<file path="config.mk">
export PLATFORM = sky130hd
export DESIGN_NAME = sram_access_driver
export DESIGN_NICKNAME = d
export VERILOG_FILES = /design/src/rtl/sram_access_pkg.sv /design/src/rtl/sram_wait_timer.sv /design/src/rtl/sram_access_driver.sv
export SDC_FILE = /design/constraint.sdc
export NUM_CORES = 1
export LEC_CHECK = 0
export CORE_AREA = 2 2 62 79
export CTS_BUF_LIST = sky130_fd_sc_hd__clkbuf_4
export CTS_CLUSTER_SIZE = 40
export DETAILED_ROUTE_END_ITERATION = 10
export DIE_AREA = 0 0 64 81
export PLACE_DENSITY = 0.84
export SETUP_SLACK_MARGIN = 0.3
export SLEW_MARGIN = 20
export SYNTH_ARGS = -nofsm -noshare
export SYNTH_HDL_FRONTEND = slang
export SYNTH_SLANG_ARGS = --single-unit
</file>
<file path="constraint.sdc">
create_clock -name clk -period 2 [get_ports clk]
set_input_delay 0.4 -clock clk [delete_from_list [all_inputs] [get_ports clk]]
set_output_delay 0.4 -clock clk [all_outputs]
set_load 0.1 [all_outputs]
</file>
<file path="src/rtl/sram_access_pkg.sv">
// Shared types and default sizing for the asynchronous SRAM access driver.
package sram_access_pkg;

  localparam int ADDR_W  = 17;
  localparam int DATA_W  = 8;
  localparam int CNT_W   = 4;
  localparam int RD_WAIT = 14;
  localparam int WR_WAIT = 14;

  typedef enum logic [2:0] {
    IDLE,
    SETUP,
    READ,
    WRITE,
    HOLD
  } state_t;

endpackage

</file>
<file path="src/rtl/sram_wait_timer.sv">
// Loadable wait counter: counts up while enabled and parks on the limit value.
module sram_wait_timer
  import sram_access_pkg::*;
#(
  parameter int CNT_W = sram_access_pkg::CNT_W
) (
  input  logic             clk,
  input  logic             rst,
  input  logic             clr,
  input  logic             load,
  input  logic             en,
  input  logic [CNT_W-1:0] load_val,
  input  logic [CNT_W-1:0] limit,
  output logic [CNT_W-1:0] cnt,
  output logic             done
);

  assign done = (cnt == limit);

  // Holding at the limit keeps the counter from wrapping if the FSM lingers.
  always_ff @(posedge clk or posedge rst) begin
    if (rst) begin
      cnt <= '0;
    end else if (clr) begin
      cnt <= '0;
    end else if (load) begin
      cnt <= load_val;
    end else if (en && !done) begin
      cnt <= cnt + 1'b1;
    end
  end

endmodule

</file>
<file path="src/rtl/sram_access_driver.sv">
// Strobe/address/data sequencer for one asynchronous SRAM, single read or write per request.
// Define SRAM_ACCESS_WRACK_EN to also pulse rsp_valid when a write completes.
module sram_access_driver
  import sram_access_pkg::*;
#(
  parameter int ADDR_W  = sram_access_pkg::ADDR_W,
  parameter int DATA_W  = sram_access_pkg::DATA_W,
  parameter int CNT_W   = sram_access_pkg::CNT_W,
  parameter int RD_WAIT = sram_access_pkg::RD_WAIT,
  parameter int WR_WAIT = sram_access_pkg::WR_WAIT
) (
  input  logic              clk,
  input  logic              rst,
  input  logic              req_valid,
  output logic              req_ready,
  input  logic              req_we,
  input  logic [ADDR_W-1:0] req_addr,
  input  logic [DATA_W-1:0] req_wdata,
  output logic              rsp_valid,
  output logic [DATA_W-1:0] rsp_rdata,
  output logic              busy,
  output logic [ADDR_W-1:0] sram_addr,
  output logic              sram_e_n,
  output logic              sram_o_n,
  output logic              sram_w_n,
  output logic [DATA_W-1:0] sram_dq_out,
  output logic              sram_dq_oe,
  input  logic [DATA_W-1:0] sram_dq_in
);

  generate
    if (RD_WAIT < 1 || RD_WAIT > (2**CNT_W) - 1) begin : g_bad_rd_wait
      $error("RD_WAIT out of range for CNT_W");
    end
    if (WR_WAIT < 1 || WR_WAIT > (2**CNT_W) - 1) begin : g_bad_wr_wait
      $error("WR_WAIT out of range for CNT_W");
    end
  endgenerate

  localparam logic [CNT_W-1:0] RD_LIM = CNT_W'(RD_WAIT);
  localparam logic [CNT_W-1:0] WR_LIM = CNT_W'(WR_WAIT);

  state_t           state;
  logic             we_q;
  logic             tmr_clr;
  logic             tmr_en;
  logic             tmr_done;
  logic [CNT_W-1:0] tmr_limit;
  logic [CNT_W-1:0] tmr_cnt;

  assign tmr_clr   = (state == IDLE) || (state == SETUP);
  assign tmr_en    = (state == READ) || (state == WRITE);
  assign tmr_limit = we_q ? WR_LIM : RD_LIM;

  sram_wait_timer #(
    .CNT_W (CNT_W)
  ) u_timer (
    .clk      (clk),
    .rst      (rst),
    .clr      (tmr_clr),
    .load     (1'b0),
    .en       (tmr_en),
    .load_val ('0),
    .limit    (tmr_limit),
    .cnt      (tmr_cnt),
    .done     (tmr_done)
  );

  // Outputs are assigned for the state being entered, so every pin is a flop.
  always_ff @(posedge clk or posedge rst) begin
    if (rst) begin
      state       <= IDLE;
      we_q        <= 1'b0;
      req_ready   <= 1'b1;
      busy        <= 1'b0;
      rsp_valid   <= 1'b0;
      rsp_rdata   <= '0;
      sram_addr   <= '0;
      sram_e_n    <= 1'b1;
      sram_o_n    <= 1'b1;
      sram_w_n    <= 1'b1;
      sram_dq_out <= '0;
      sram_dq_oe  <= 1'b0;
    end else begin
      rsp_valid <= 1'b0;
      unique case (state)
        IDLE: begin
          if (req_valid && req_ready) begin
            state     <= SETUP;
            we_q      <= req_we;
            sram_addr <= req_addr;
            sram_e_n  <= 1'b0;
            req_ready <= 1'b0;
            busy      <= 1'b1;
            if (req_we) begin
              sram_dq_out <= req_wdata;
            end
          end
        end
        SETUP: begin
          if (we_q) begin
            state      <= WRITE;
            sram_w_n   <= 1'b0;
            sram_dq_oe <= 1'b1;
          end else begin
            state    <= READ;
            sram_o_n <= 1'b0;
          end
        end
        READ: begin
          if (tmr_done) begin
            state     <= HOLD;
            sram_o_n  <= 1'b1;
            rsp_rdata <= sram_dq_in;
          end
        end
        WRITE: begin
          // dq_oe stays high into HOLD to give data hold past the W_n rising edge.
          if (tmr_done) begin
            state    <= HOLD;
            sram_w_n <= 1'b1;
          end
        end
        HOLD: begin
          state      <= IDLE;
          sram_e_n   <= 1'b1;
          sram_dq_oe <= 1'b0;
          busy       <= 1'b0;
          req_ready  <= 1'b1;
`ifdef SRAM_ACCESS_WRACK_EN
          rsp_valid  <= 1'b1;
`else
          rsp_valid  <= ~we_q;
`endif
        end
        default: begin
          state      <= IDLE;
          sram_e_n   <= 1'b1;
          sram_o_n   <= 1'b1;
          sram_w_n   <= 1'b1;
          sram_dq_oe <= 1'b0;
          busy       <= 1'b0;
          req_ready  <= 1'b1;
        end
      endcase
    end
  end

endmodule

</file>
==> flow_metrics.tcl, run 1 <==
set metrics [dict create \
    cts_tree "yes" \
    synthArstFlopShare_pct 100 \
    synth_area_leaders "dfrtp_1, mux2_2, mux2_4" \
    fillers 356 \
    cts.sinks 47 \
    num_antenna_cells 0 \
    rows 28 \
    crit_start "sram_e_n" \
    critPathRequiredTime_ns 2.25 \
    via_per_inst 4.98 \
    synth_edf_count 0 \
    rr_worst_depth 3 \
    drive_above_1_share_pct 45.7 \
    fin_nets 261 \
    finalHoldViolations 0 \
    cp.arrival_ns 1.94 \
    tightest_slew_ns 0.414 \
    place_congestion 0.806 \
    wl_per_cell_um 15.5 \
    ys_seq_area_share_pct 60.3 \
    crit_slowest_cell "dfstp_4" \
    clock.fmax_mhz 594 \
    crit_family "flip-flops" \
    io_buffers 76 \
    period_minus_slack_ns 1.68 \
    synth_area_sq_um 1960 \
    cp.buffers_inverters 0 \
    grt_use_total_pct 18.0 \
    grt_pass1_vias 1415 \
    outcome "completed" \
    cts.path.max_buffers 2 \
    overflow 0 \
    syn-num-nets 176 \
    cap_violations 0 \
    drt-initial-drc-count 41 \
    multi_input_area_sq_um 763 \
    final_max_slew_viol_count 0 \
    initial_core_util_pct 43.3 \
    avgSynthCellArea_sq_um 14.3 \
    grt_pass1_wl_mm 7.09 \
    grt_max_degree 48 \
    clock_latency_ns 0.37 \
    setup-tns-final_ns 0 \
    hp-class "in2async" \
    final_antenna_net_count 0 \
    synth.distinct_cells 32 \
    via_count 1410 \
    cts-buffers-inserted 5 \
    maxSlewHeadroom_pct 72.2 \
    worstPathCellList "and4bb_2 -> and2_2 -> mux2_2" \
    dr.pass1.iters 4 \
    syn_inst 137 \
    startpoint_type "flop" \
    hold_buffers 0 \
    worst-path-stages 3 \
    worstSetupPathType "reg2reg" \
    r2r-end "sram_addr[8]" \
    fin_skew_ns 0.0169 \
    ys.flop_type "dfrtp_1" \
    die_area_sq_um 5180 \
    num_io_pins 77 \
    die_width_um 64 \
    synth_top_area_cell "dfrtp_1" \
    synthTopCellsByCount "dfrtp_1, mux2_2, mux2_4, nor2_1, a21oi_1" \
    routed_wl_mm 4.40 \
    dieHeight_um 81 \
    htree_levels 2 \
    cts_root_buffer "clkbuf_4" \
    core-area_sq_um 4520 \
    drc 0 \
    crit_path_max_incr_delay_ns 0.68 \
    synth_most_common_cell "dfrtp_1" \
    rsz0062_at_grt "true" \
    fin_crit_sh_pct 84.2 \
    yosys_register_bits 47 \
    ys_warn_count 0 \
    regToRegStartpoint "sram_e_n" \
    path_clk_slew_ns 0.14 \
    setup.worst_path.end "sram_addr[8]" \
    setup_violations 0 \
    synth_top_area_share_pct 56.3 \
    syn_to_final_growth_pct 46.7 \
    dp.final_hpwl_mm 2.95 \
    antenna_found_initial 0 \
    seq_area_sq_um 1180 \
    cp_max_fo 5 \
    cp-end-kind "flop" \
    reg2reg_slack_ns 0.32 \
]
what timing repair did:
action,CTS,global route
pin swaps,0,2
cloned,1,2
setup endpoints to repair,33,32
setup buffers,1,1
gates resized for setup,3,5
sequential cells by signal, summed over array words and instances, names as in the netlist:
| register | cells |
|---|---|
| rsp_valid | 1 |
| busy | 1 |
| sram_dq_out | 8 |
| rsp_rdata | 8 |
| sram_o_n | 1 |
| sram_dq_oe | 1 |
| we_q | 1 |
| sram_e_n | 1 |
| sram_w_n | 1 |
| u_timer.cnt | 4 |
| sram_addr | 17 |
| state | 3 |
worst min-delay path, stage by stage:
cell	delay [ns]
clkdlybuf4s50_1	0.41
inv_2	0.07
buf_12	0.25
logic make-up after synthesis:
kind of cell,count (synthesis),share of synthesized area (%)
compound gates,20,7.17
simple gates,22,6.59
buf+inv,13,4.09
fa+ha+maj,2,1.28
flops,47,60.3
mux,33,20.5
cells in the final DEF (no fill, tap or decap), drive strengths merged, types with 3 or more instances in the layout:
master	count
clkinv	3
clkdlybuf4s50	36
buf	47
nand2	3
inv	4
o21ai	4
dfstp	3
a21oi	5
nor2	8
and2	3
clkbuf	5
dfrtp	44
mux2	33
nand3	5
how the worst min path moves through the flow:
stage,from,end,slack [ns],depth (start not counted)
floorplan,we_q,sram_w_n,0.49,1
global placement,busy,busy,0.49,2
detailed placement,busy,busy,0.49,2
CTS,rst,u_timer.cnt[3],0.38,3
global route,rst,u_timer.cnt[3],0.39,3
finish,rst,sram_dq_out[5],0.37,3
through the flow:
step                      instance area [sq um]  cells  hold slack (ns)  utilization, %  setup slack, ns
after floorplan                            1970    137            0.488               -            0.199
after global placement                     2740    270            0.489            60.6           0.0942
after detailed placement                   2740    270            0.492            60.6           0.0629
after CTS                                  2820    280            0.378            62.4            0.282
after global routing                       2870    283            0.390            63.5            0.265
final                                      2870    283            0.371            63.5            0.315
layer usage:
layer / vias up / part of all wire (%) / track usage (%)
li1: 662 / - / -
met1: 674 / 42 / 23.4
met2: 69 / 48 / 28.5
met3: 5 / 8.0 / 5.96
met4: 0 / 1.4 / 5.87
met5: - / 0 / 0
layout make-up:
class	count	share of cell area [%]
flip-flops and latches	47	41.3
repair buffers	83	27.0
multi-input cells	80	26.6
well taps	60	2.62
clock buffers	5	1.31
inverters	5	0.654
clock inverters	3	0.523
Power of run 1 is left out: the tool's default activity adds up to more than one toggle a clock period on the data nets, which glitch-free logic cannot reach.
==> run 2, diff against run 1 <==
--- a/config.mk
+++ b/config.mk
@@ -5,12 +5,12 @@
 export SDC_FILE = /design/constraint.sdc
 export NUM_CORES = 1
 export LEC_CHECK = 0
-export CORE_AREA = 2 2 62 79
+export CORE_AREA = 2 2 66 84
 export CTS_BUF_LIST = sky130_fd_sc_hd__clkbuf_4
 export CTS_CLUSTER_SIZE = 40
 export DETAILED_ROUTE_END_ITERATION = 10
-export DIE_AREA = 0 0 64 81
-export PLACE_DENSITY = 0.84
+export DIE_AREA = 0 0 68 86
+export PLACE_DENSITY = 0.78
 export SETUP_SLACK_MARGIN = 0.3
 export SLEW_MARGIN = 20
 export SYNTH_ARGS = -nofsm -noshare
==> constraint.sdc (replaced) <==
create_clock -name clk -period 1.4 [get_ports clk]
set_input_delay 0.28 -clock clk [delete_from_list [all_inputs] [get_ports clk]]
set_output_delay 0.28 -clock clk [all_outputs]
set_load 0.1 [all_outputs]
==> run 2 against run 1 <==
The run now ends with negative setup slack left. Non-clock buffer count is 25 higher. Routed wire length is 35% higher. First-iteration DRC count is 2.4% lower. Clock skew is 0.0028 ns lower.
==> flow_metrics.tcl, run 2 (synthesis gave the netlist of run 1 again) <==
set metrics [dict create \
    num_io_pins 77 \
    startpoint_type "flop" \
    wl_per_cell_um 19.0 \
    drt-initial-drc-count 40 \
    cts-buffers-inserted 5 \
    crit_path_max_incr_delay_ns 0.41 \
    crit_slowest_cell "dfrtp_1" \
    worstPathCellList "inv_1 -> ha_2 -> nand3_2 -> or3_4 -> buf_8 -> mux2_4" \
    clock_latency_ns 0.37 \
    io_buffers 76 \
    drc 0 \
    place_congestion 0.749 \
    grt_pass1_vias 1825 \
    fin_nets 287 \
    cp.arrival_ns 1.90 \
    final_max_slew_viol_count 0 \
    cp-end-kind "flop" \
    rsz0062_at_grt "true" \
    grt_use_total_pct 21.5 \
    cts.sinks 47 \
    crit_family "simple AND/OR/NAND/NOR gates" \
    largest_reg_flops 17 \
    initial_core_util_pct 39.1 \
    worstSetupPathType "reg2reg" \
    core-area_sq_um 5010 \
    htree_levels 2 \
    worst_slack_ns -0.237 \
    worst-path-stages 6 \
    die_area_sq_um 5850 \
    die_width_um 68 \
    clock.fmax_mhz 611 \
    final_common_cell "buf_12" \
    cts_root_buffer "clkbuf_4" \
    cts.path.max_buffers 2 \
    cap_violations 0 \
    setup-tns-final_ns -8.22 \
    hp-class "in2async" \
    reg_top3 "sram_addr (17), rsp_rdata (8), sram_dq_out (8)" \
    num_antenna_cells 0 \
    fin_skew_ns 0.0141 \
    fin_util_pct 75.9 \
    critPathRequiredTime_ns 1.66 \
    fin_crit_sh_pct 117 \
    rr_worst_depth 6 \
    finalHoldViolations 0 \
    antenna_found_initial 0 \
    tightest_slew_ns 0.298 \
    cp.buffers_inverters 2 \
    via_per_inst 5.11 \
    outcome "finished, violations left" \
    violations "negative setup slack" \
    maxSlewHeadroom_pct 79.9 \
    grt_pass1_wl_mm 9.32 \
    period_minus_slack_ns 1.64 \
    final_antenna_net_count 0 \
    syn_to_final_growth_pct 94.4 \
    layout_common_cells "buf_12, clkdlybuf4s50_1, dfrtp_2" \
    fillers 292 \
    setup_violations 45 \
    path_clk_slew_ns 0.15 \
    via_count 1589 \
    overflow 0 \
    dr.pass1.iters 4 \
    post_dp_cell_area_sq_um 3370 \
    drive_above_1_share_pct 69.5 \
    final_area_sq_um 3800 \
    routed_wl_mm 5.91 \
    dp.final_hpwl_mm 3.81 \
    cp_max_fo 8 \
    rows 29 \
    cts_tree "yes" \
    grt_max_degree 24 \
    dieHeight_um 86 \
    largest_register "sram_addr" \
]
run 2: cell types whose count changed in the layout (fill, tap and decap cells not counted), moves of 3 or more:
cell      change
buf_12       +37
buf_4        -20
mux2_2       -12
dfrtp_2      +26
mux2_4       +12
a21oi_1       -4
dfrtp_1      -26
clkinv_1      -3
o21ai_0       -3
a21oi_2       +3
buf_6         +7
run 2: area by class of cell:
type | instances | area (sq um) | area share (%)
Sequential cell | 47 | 1220 | 32.2
Timing Repair Buffer | 108 | 1460 | 38.4
Clock inverter | 1 | 30.0 | 0.790
Inverter | 5 | 27.5 | 0.724
Tap cell | 62 | 77.6 | 2.04
Multi-Input combinational cell | 81 | 930 | 24.5
Clock buffer | 7 | 52.6 | 1.38
run 2: layer usage:
| layer | wire length, um | vias to the layer above | global-route usage [%] |
|---|---|---|---|
| met2 | 3410 | 57 | 39.2 |
| met1 | 2030 | 806 | 23.4 |
| li1 | - | 710 | - |
| met3 | 285 | 16 | 5.64 |
| met4 | 188 | 0 | 7.45 |
| met5 | 0 | - | 0 |
run 2: final timing paths:
check | from | to | slack, ns
setup / recovery | u_timer.cnt[0] | rsp_rdata[5] | -0.24
max in group asynchronous | rst | sram_o_n | 0.77
hold reg to reg | rsp_rdata[4] | rsp_rdata[4] | 0.57
setup reg to reg | u_timer.cnt[0] | rsp_rdata[5] | -0.24
hold / removal | rst | sram_dq_out[0] | 0.18
min in group clk | req_wdata[7] | sram_dq_out[7] | 0.51
run 2: per-stage QoR:
stage / worst slack [ns] / instances / hold slack (ns)
5_1_grt: -0.277 / 311 / 0.199
3_5_place_dp: -0.449 / 285 / 0.525
2_1_floorplan: -0.401 / 137 / 0.301
6_report: -0.237 / 311 / 0.182
4_1_cts: -0.244 / 306 / 0.197
3_3_place_gp: -0.357 / 285 / 0.517
run 2: what timing repair did:
action | 4_1_cts | 5_1_grt
buffers inserted | 9 | 5
resized for setup | 40 | 10
cloned | 4 | 0
endpoints found under the setup margin | 84 | 85
hold buffers | 0 | 0
pin swaps | 10 | 6
Power of run 2 is left out for the same reason.
